## src/rtl/regfile_wb_arbiter_pkg.sv

```systemverilog
// regfile_ctrl_pkg: shared state enum and default sizes for the register-file write-port controller
package regfile_ctrl_pkg;
  typedef enum logic {ST_INIT, ST_RUN} state_t;
  localparam int XLEN = 32;
  localparam int AW = 5;
  localparam int NREGS = 2 ** AW;
endpackage

```

## src/rtl/regfile_wb_arbiter_if.sv

```systemverilog
// regfile_wb_if: writeback request bus plus the register-file write port
//   req_valid/req_addr/req_data/req_ready : per-requester valid/ready handshake, packed per requester
//   we3/wa3/wd3 : registered write port into the register file
//   init_busy   : high while the post-reset zeroing sweep runs
interface regfile_wb_if #(
  parameter int NREQ = 3,
  parameter int XLEN = regfile_ctrl_pkg::XLEN,
  parameter int AW = regfile_ctrl_pkg::AW
);
  logic [NREQ-1:0] req_valid;
  logic [NREQ-1:0] req_ready;
  logic [NREQ*AW-1:0] req_addr;
  logic [NREQ*XLEN-1:0] req_data;
  logic we3;
  logic [AW-1:0] wa3;
  logic [XLEN-1:0] wd3;
  logic init_busy;
  modport master (output req_valid, req_addr, req_data, input req_ready, we3, wa3, wd3, init_busy);
  modport slave (input req_valid, req_addr, req_data, output req_ready, we3, wa3, wd3, init_busy);
endinterface

```

## src/rtl/regfile_wb_arbiter_rr.sv

```systemverilog
// rr_arbiter: round-robin one-hot grant; search starts at rr_ptr, pointer moves past the winner on adv
//   clk, rst_n : clock, async active-low reset
//   req        : request vector
//   adv        : accept strobe, advances the pointer to winner+1
//   gnt        : one-hot grant, zero when nothing requests
module rr_arbiter #(
  parameter int N = 3
) (
  input  logic clk,
  input  logic rst_n,
  input  logic [N-1:0] req,
  input  logic adv,
  output logic [N-1:0] gnt
);
  localparam int PW = $clog2(N);
  logic [PW-1:0] rr_ptr, win;
  logic found;
  int idx;
  always_comb begin
    gnt = '0;
    win = '0;
    found = 1'b0;
    idx = 0;
    for (int i = 0; i < N; i++) begin
      idx = (int'(rr_ptr) + i) % N;
      if (!found && req[idx]) begin
        gnt[idx] = 1'b1;
        win = PW'(idx);
        found = 1'b1;
      end
    end
  end
  always_ff @(posedge clk or negedge rst_n)
    if (!rst_n) rr_ptr <= '0;
    else if (adv) rr_ptr <= (win == PW'(N - 1)) ? '0 : win + PW'(1);
endmodule

```

## src/rtl/regfile_wb_arbiter.sv

```systemverilog
// regfile_wb_arbiter: shares the register-file write port among NREQ writeback requesters
//   clk, rst_n : clock, async active-low reset
//   bus        : regfile_wb_if.slave (requests in, req_ready/we3/wa3/wd3/init_busy out)
//   REGFILE_WB_INIT_EN : when defined, reset runs a sweep writing zero to registers 1..2**AW-1
module regfile_wb_arbiter #(
  parameter int NREQ = 3,
  parameter int XLEN = regfile_ctrl_pkg::XLEN,
  parameter int AW = regfile_ctrl_pkg::AW
) (
  input logic clk,
  input logic rst_n,
  regfile_wb_if.slave bus
);
  import regfile_ctrl_pkg::*;
  state_t state;
  logic busy, acc;
  logic [NREQ-1:0] gnt;
  logic [AW-1:0] cnt, sel_addr;
  logic [XLEN-1:0] sel_data;
`ifdef REGFILE_WB_INIT_EN
  state_t state_nxt;
  always_ff @(posedge clk or negedge rst_n)
    if (!rst_n) begin
      state <= ST_INIT;
      cnt <= AW'(1);
    end else begin
      state <= state_nxt;
      cnt <= busy ? cnt + AW'(1) : cnt;
    end
  // leave the sweep on the edge that registers the write to the top entry
  always_comb state_nxt = (busy && &cnt) ? ST_RUN : state;
`else
  assign state = ST_RUN;
  assign cnt = AW'(1);
`endif
  assign busy = state == ST_INIT;
  assign acc = !busy && |bus.req_valid;
  rr_arbiter #(.N(NREQ)) u_arb (.clk(clk), .rst_n(rst_n), .req(bus.req_valid), .adv(acc), .gnt(gnt));
  assign bus.req_ready = busy ? '0 : gnt;
  assign bus.init_busy = busy;
  // gnt is one-hot, so an OR of masked lanes selects the winner
  always_comb begin
    sel_addr = '0;
    sel_data = '0;
    for (int i = 0; i < NREQ; i++) begin
      sel_addr = sel_addr | (gnt[i] ? bus.req_addr[i*AW +: AW] : '0);
      sel_data = sel_data | (gnt[i] ? bus.req_data[i*XLEN +: XLEN] : '0);
    end
  end
  always_ff @(posedge clk or negedge rst_n)
    if (!rst_n) begin
      bus.we3 <= 1'b0;
      bus.wa3 <= '0;
      bus.wd3 <= '0;
    end else if (busy) begin
      bus.we3 <= 1'b1;
      bus.wa3 <= cnt;
      bus.wd3 <= '0;
    end else if (acc) begin
      bus.we3 <= |sel_addr;
      bus.wa3 <= sel_addr;
      bus.wd3 <= sel_data;
    end else bus.we3 <= 1'b0;
endmodule

```

## src/flat_wrapper.sv

```systemverilog
// flat-port wrapper written by rule: the top's interface ports become plain ports
module regfile_wb_arbiter_flat import regfile_ctrl_pkg::*;
#(
  parameter int NREQ = 3,
  parameter int XLEN = regfile_ctrl_pkg::XLEN,
  parameter int AW = regfile_ctrl_pkg::AW
)
  (clk, rst_n, bus_req_valid, bus_req_addr, bus_req_data, bus_req_ready, bus_we3, bus_wa3, bus_wd3, bus_init_busy);
  regfile_wb_if #(.NREQ(NREQ), .XLEN(XLEN), .AW(AW)) bus_i ();
  input logic clk;
  input logic rst_n;
  input wire logic [$bits(bus_i.req_valid)-1:0] bus_req_valid;
  input wire logic [$bits(bus_i.req_addr)-1:0] bus_req_addr;
  input wire logic [$bits(bus_i.req_data)-1:0] bus_req_data;
  output wire logic [$bits(bus_i.req_ready)-1:0] bus_req_ready;
  output wire logic [$bits(bus_i.we3)-1:0] bus_we3;
  output wire logic [$bits(bus_i.wa3)-1:0] bus_wa3;
  output wire logic [$bits(bus_i.wd3)-1:0] bus_wd3;
  output wire logic [$bits(bus_i.init_busy)-1:0] bus_init_busy;
  assign bus_i.req_valid = bus_req_valid;
  assign bus_i.req_addr = bus_req_addr;
  assign bus_i.req_data = bus_req_data;
  assign bus_req_ready = bus_i.req_ready;
  assign bus_we3 = bus_i.we3;
  assign bus_wa3 = bus_i.wa3;
  assign bus_wd3 = bus_i.wd3;
  assign bus_init_busy = bus_i.init_busy;
  regfile_wb_arbiter #(.NREQ(NREQ), .XLEN(XLEN), .AW(AW)) u_core (.clk(clk), .rst_n(rst_n), .bus(bus_i));
endmodule
```

## config.mk

```make
export PLATFORM = sky130hd
export DESIGN_NAME = regfile_wb_arbiter_flat
export DESIGN_NICKNAME = d
export VERILOG_FILES = /design/src/rtl/regfile_wb_arbiter_pkg.sv /design/src/rtl/regfile_wb_arbiter_if.sv /design/src/rtl/regfile_wb_arbiter_rr.sv /design/src/rtl/regfile_wb_arbiter.sv /design/src/flat_wrapper.sv
export SDC_FILE = /design/constraint.sdc
export NUM_CORES = 1
export LEC_CHECK = 0
export CAP_MARGIN = 15
export CORE_ASPECT_RATIO = 2
export CORE_MARGIN = 5
export CORE_UTILIZATION = 35
export DETAILED_ROUTE_END_ITERATION = 10
export PLACE_DENSITY = 0.79
export SLEW_MARGIN = 20
export SYNTH_ARGS = -nofsm -noshare
export SYNTH_HDL_FRONTEND = slang
export SYNTH_SLANG_ARGS = --single-unit
```

## constraint.sdc

```tcl
create_clock -name clk -period 3 [get_ports clk]
set_input_delay 0.6 -clock clk [delete_from_list [all_inputs] [get_ports clk]]
set_output_delay 0.6 -clock clk [all_outputs]
set_load 0.05 [all_outputs]
```

Word level (Yosys, flattened, before mapping)
Index checks and enable logic that the tools add are counted.
- add/subtract/negate cells: 3
- div/mod/pow operators: 3
- $lt $le $gt $ge: 6
- equality and inequality tests: 1
- multiplexer cells: 31
- bitwise operators: 6
- reduce and logical (&&, ||, !) cells: 9
- operators by type and width (cell ; count):
    $ge A32 B1 Y1 const B ; 3
    $lt A32 B4 Y1 const B ; 3
    $mux W32 ; 3
    $mod A32 B3 Y32 const B ; 2
    $or A32 B32 Y32 ; 2
    $mod A3 B3 Y32 const B ; 1
    $mux W5 ; 3
    $mux W1 ; 12
    $or A5 B5 Y5 ; 2
    $mux W3 ; 3
    $mux W2 ; 4
    $bmux W1 S2 ; 3
    $demux W1 S2 ; 3
    $or A3 B3 Y3 ; 2
    $logic_and A1 B1 Y1 ; 5
    $reduce_or A5 Y1 ; 1
    $add A2 B1 Y3 const B ; 1
    $add A2 B2 Y3 const B ; 1
    $reduce_or A3 Y1 ; 1
    $add A2 B1 Y2 const B ; 1
    $eq A2 B2 Y1 const B ; 1
    $logic_not A1 Y1 ; 2
- register bits: 40
- input bits: 116
- output and inout port bits: 42
- word-level logic and storage cells: 63

Logic depth before layout (Yosys ltp)
- depth after elaboration: 16
- depth in mapped cells: 11
- mapped depth without buffers: 8

Cells and area by module
From an unflattened synthesis, not the netlist that was laid out.
- cells, all modules: 232
- area, all modules: 2323.5 um2
- modules (own cells, without submodules) (module ; instances ; cells an instance ; area an instance (um2) ; sequential area each (um2)):
    regfile_wb_arbiter ; 1 ; 176 ; 1865.5 ; 950.9
    rr_arbiter ; 1 ; 56 ; 457.9 ; 50.0

Worst setup path before layout
Ideal clock, no wire load.
- path type: reg2out
- start point: register u_core.u_arb.rr_ptr[1]
- end point: output bus_req_ready[2]
- arrival time: 1.931 ns
- data required time: 2.400 ns
- slack: 0.469 ns
- stages on the path, launching flop included: 8
- path buffers: 2
- path through: dfrtp_1 > inv_1 > ha_1 > mux2i_1 > nor2_1 > nor4_1 > buf_2 > buf_2
- cells in the longest elaborated chain, start to end: 11
- elaborated cells on any way between the ends: 40
- classes of those cells: add/sub (2); div (3); order compare (6); mux (20); bitwise (2); reduce/logical (7)
- ends and longest elaborated chain (item ; RTL line ; text):
    start: declaration ; regfile_wb_arbiter_rr.sv:16 ; logic [PW-1:0] rr_ptr, win;
    start signal: assignment ; regfile_wb_arbiter_rr.sv:35 ; else if (adv) rr_ptr <= (win == PW'(N - 1)) ? '0 : win + PW'(1);
    parallel branches: the longest is 10 deep, another holds $mod A32 B3 Y32 ; -- ;
    $mux W3 (*) ; regfile_wb_arbiter_rr.sv:26 ; if (!found && req[idx]) begin
    end: declaration ; flat_wrapper.sv:15 ; output wire logic [$bits(bus_i.req_ready)-1:0] bus_req_ready;
Every way passes the cells marked *. The select of a mux whose other input is x is not followed.

Worst setup path in the final report
- start point: input bus_req_valid[0]
- end point: output bus_req_ready[0]
- cells in the longest elaborated chain, start to end: 10
- elaborated cells on any way between the ends: 20
- classes of those cells: mux (14); bitwise (2); reduce/logical (4)
- ends and longest elaborated chain (item ; RTL line ; text):
    start: declaration ; flat_wrapper.sv:12 ; input wire logic [$bits(bus_i.req_valid)-1:0] bus_req_valid;
    $bmux W1 S2 ; regfile_wb_arbiter_rr.sv:26 ;
    $mux W1 (implied by the code) (2 in series) ; regfile_wb_arbiter_rr.sv:26 ;
    $mux W1 ; regfile_wb_arbiter_rr.sv:26 ;
    $logic_not A1 Y1 ; regfile_wb_arbiter_rr.sv:26 ;
    $logic_and A1 B1 Y1 ; regfile_wb_arbiter_rr.sv:26 ;
    $mux W1 ; regfile_wb_arbiter_rr.sv:26 ;
    $logic_not A1 Y1 ; regfile_wb_arbiter_rr.sv:26 ;
    $logic_and A1 B1 Y1 ; regfile_wb_arbiter_rr.sv:26 ;
    $mux W3 (*) ; regfile_wb_arbiter_rr.sv:26 ;
Mark *: on every way between the ends. The rest lies on a longest branch, timed or not. The select of a mux whose other input is x is not followed.

==> flow_metrics.py <==
metrics = {
    "grt": {
        "grt_max_degree": 71,
        "antenna_found_initial": 0,
        "grt_first_pass_wirelength_um": 14000,
        "grt-ovfl-total": 0,
        "grtUsageTotal": 0.220,
        "first_global_vias": 2751,
    },
    "setup_path": {
        "worstPathRequired_ps": 2400,
        "start_kind": "input pin",
        "crit_path_end_kind": "output pin",
        "cp_max_fo": 6,
        "cp.arrival_ps": 2320,
        "worstSetupPathType": "in2out",
    },
    "die": {
        "die_h_um": 125,
        "ios": 158,
        "rows": 42,
        "dieArea_mm2": 0.00848,
        "die_w_um": 67.7,
        "coreArea_mm2": 0.00657,
        "start_util": 0.354,
    },
    "hold_path": {
        "hold_path_class": "in2async",
    },
    "detailed_routing": {
        "first_pass_iters": 5,
        "final_antenna_net_count": 0,
        "detail_route.wl_per_cell_um": 19.1,
        "vias": 2729,
        "via_per_inst": 5.52,
        "wirelength_um": 9430,
        "drc": 0,
        "first_iter_violations": 341,
    },
    "place": {
        "gp_congestion": 0.891,
        "place_hpwl_um": 7380,
        "portBuffers": 156,
        "dpl.cell_count": 482,
    },
    "run_status": {
        "status": "finished, final reports clean",
    },
    "logic_synthesis": {
        "synthDistinctLibCells": 45,
        "synthAdderAreaFrac": 0.0215,
        "syn_nets": 365,
        "synthArstFlopShare": 1.00,
        "ys_warn_count": 0,
        "synth_top_family_by_area": "compound AO/OA/AOI/OAI gates",
        "synth_common_cells": "a21oi_1 (43), dfrtp_1 (40), nor2_1 (39)",
        "synth_top_flop_cell": "dfrtp_1",
        "post-synth-top-count-cell": "a21oi_1",
        "synth-compound-area-share": 0.318,
        "synth_enable_flop_cells": 0,
        "ys_top_cells_by_area": "dfrtp_1 (43%), a222oi_1 (14%), a21oi_1 (9.2%)",
        "syn_area_per_cell_um2": 9.50,
        "synth_top_area_share": 0.430,
        "synth_area_mm2": 0.00233,
        "synth-simple-area-share": 0.136,
        "ys_seq_area_frac": 0.430,
        "synth_seq_cells": 40,
        "synth_xor_area_frac": 0,
        "yosysTopAreaCell": "dfrtp_1",
        "synthMuxAreaShare": 0.0134,
        "syn-instance-count": 245,
    },
    "timing": {
        "finalSetupViolCount": 0,
        "fin_setup_tns_ps": 0,
        "worst_pin_slew_ps": 911,
        "maxSlewHeadroom": 0.393,
        "final_max_slew_viol_count": 0,
        "fmax_ghz": 0.342,
        "finalClockSkew_ps": 2.40,
        "final.min_clock_period_ps": 2920,
        "min_period_over_period": 0.974,
        "whs_ps": 454,
        "hold_violations": 0,
    },
    "clocking": {
        "clockBufferDepth": 2,
        "root_buffer": "clkbuf_16",
        "cts-htree-levels": 2,
        "path_clk_slew_ps": 60,
        "hold_buffers": 0,
        "clk_latency_ps": 280,
        "numCtsBuffers": 5,
        "cts_tree": "done",
        "cts_sinks": 40,
    },
    "final_layout": {
        "diodes": 0,
        "area_growth_pct": 84.3,
        "stdcell_count": 494,
        "nets": 525,
        "fillerInstances": 521,
        "final_util": 0.653,
        "drive_gt1_frac": 0.111,
    },
    "pwr": {
        "ir_drop_mv": 0.690,
        "power_leakage_nw": 1.75,
        "p_total_mw": 5.83,
        "power.density_mw_per_mm2": 1360,
    },
    "job": {
        "maxCapViolations": 0,
    },
}
## final timing paths
path,start,end,slack (ps),cells after the start
min in group clk,u_core.bus.wa3[1]$_DFFE_PN0P_,u_core.bus.wa3[1]$_DFFE_PN0P_,530,2
max reg2reg,u_core.u_arb.rr_ptr[1]$_DFFE_PN0P_,u_core.bus.we3$_DFF_PN0_,220,12
min reg2reg,u_core.bus.wa3[1]$_DFFE_PN0P_,u_core.bus.wa3[1]$_DFFE_PN0P_,530,2
max,bus_req_valid[0],bus_req_ready[0],80,8
min,rst_n,u_core.bus.wd3[11]$_DFFE_PN0P_,450,1
max in group asynchronous,rst_n,u_core.bus.wd3[23]$_DFFE_PN0P_,1980,1
## power by group
part / switching (mW) / internal [mW]
sequential: 0.142 / 0.830
combinational: 2.43 / 1.78
clock: 0.209 / 0.438
total: 2.78 / 3.05
## what timing repair did
action                                  in CTS  in global routing
endpoints found under the setup margin       2                 26
gates resized for setup                      1                  4
pin swaps                                    0                  3
buffers inserted                             2                  2
## cell type report
| class | instances | area (um^2) | area share |
|---|---|---|---|
| repair buffers | 180 | 1800 | 0.421 |
| multi-input cells | 174 | 1180 | 0.274 |
| flip-flops and latches | 40 | 1000 | 0.233 |
| clock buffers | 7 | 153 | 0.0356 |
| well taps | 88 | 110 | 0.0257 |
| clock inverters | 1 | 30.0 | 0.00700 |
| inverters | 4 | 15.0 | 0.00350 |
## worst max-delay path: stages
cell,delay (ps)
clkdlybuf4s50_1,550
mux2i_1,120
buf_4,150
o22ai_1,310
a211oi_2,100
a22oi_2,210
buf_12,140
buf_12,130
## routing by layer
metal,global-route usage,share of wire,wire (um),vias to the layer above
met3,0.0395,0.073,691,31
met5,0,0,0,-
met1,0.216,0.32,3010,1300
met2,0.397,0.56,5250,123
li1,-,-,-,1275
met4,0.139,0.051,476,0
## per-stage QoR
step                setup slack [ps]  cell area [um^2]
floorplan                        469              2330
global placement                -167              4040
detailed placement              -254              4040
global route                   -2.11              4290
CTS                            -2.69              4260
finish                          77.9              4290
## flip-flops by register name (all words and copies together) (netlist names)
| register | cells |
|---|---|
| u_core.bus.wa3 | 5 |
| u_core.bus.we3 | 1 |
| u_core.u_arb.rr_ptr | 2 |
| u_core.bus.wd3 | 32 |
## logic make-up (layout without fill, tap and decap cells)
logic type,count (synthesis),after routing
compound gates,101,101
flops,40,40
other cells,1,1
buf+inv,31,192
fa+ha+maj,4,4
simple gates,65,65
mux,3,3
## placed cells by master (no fill, tap or decap), types with 2 or more instances in the layout
master and instances:
o21ai_0 4, ha_2 2, dfrtp_1 40, a221o_1 2, clkbuf_16 5, nand2b_1 3
nor2_1 39, nor2b_1 2, clkdlybuf4s50_1 152, buf_4 21, inv_1 4, nand2_1 5
mux2i_1 2, a222oi_1 33, clkbuf_8 2, a31oi_1 2, a21oi_1 43, and2_1 4
a221oi_1 2, a211oi_1 3, buf_12 6
(Power assumes the default switching activity.)
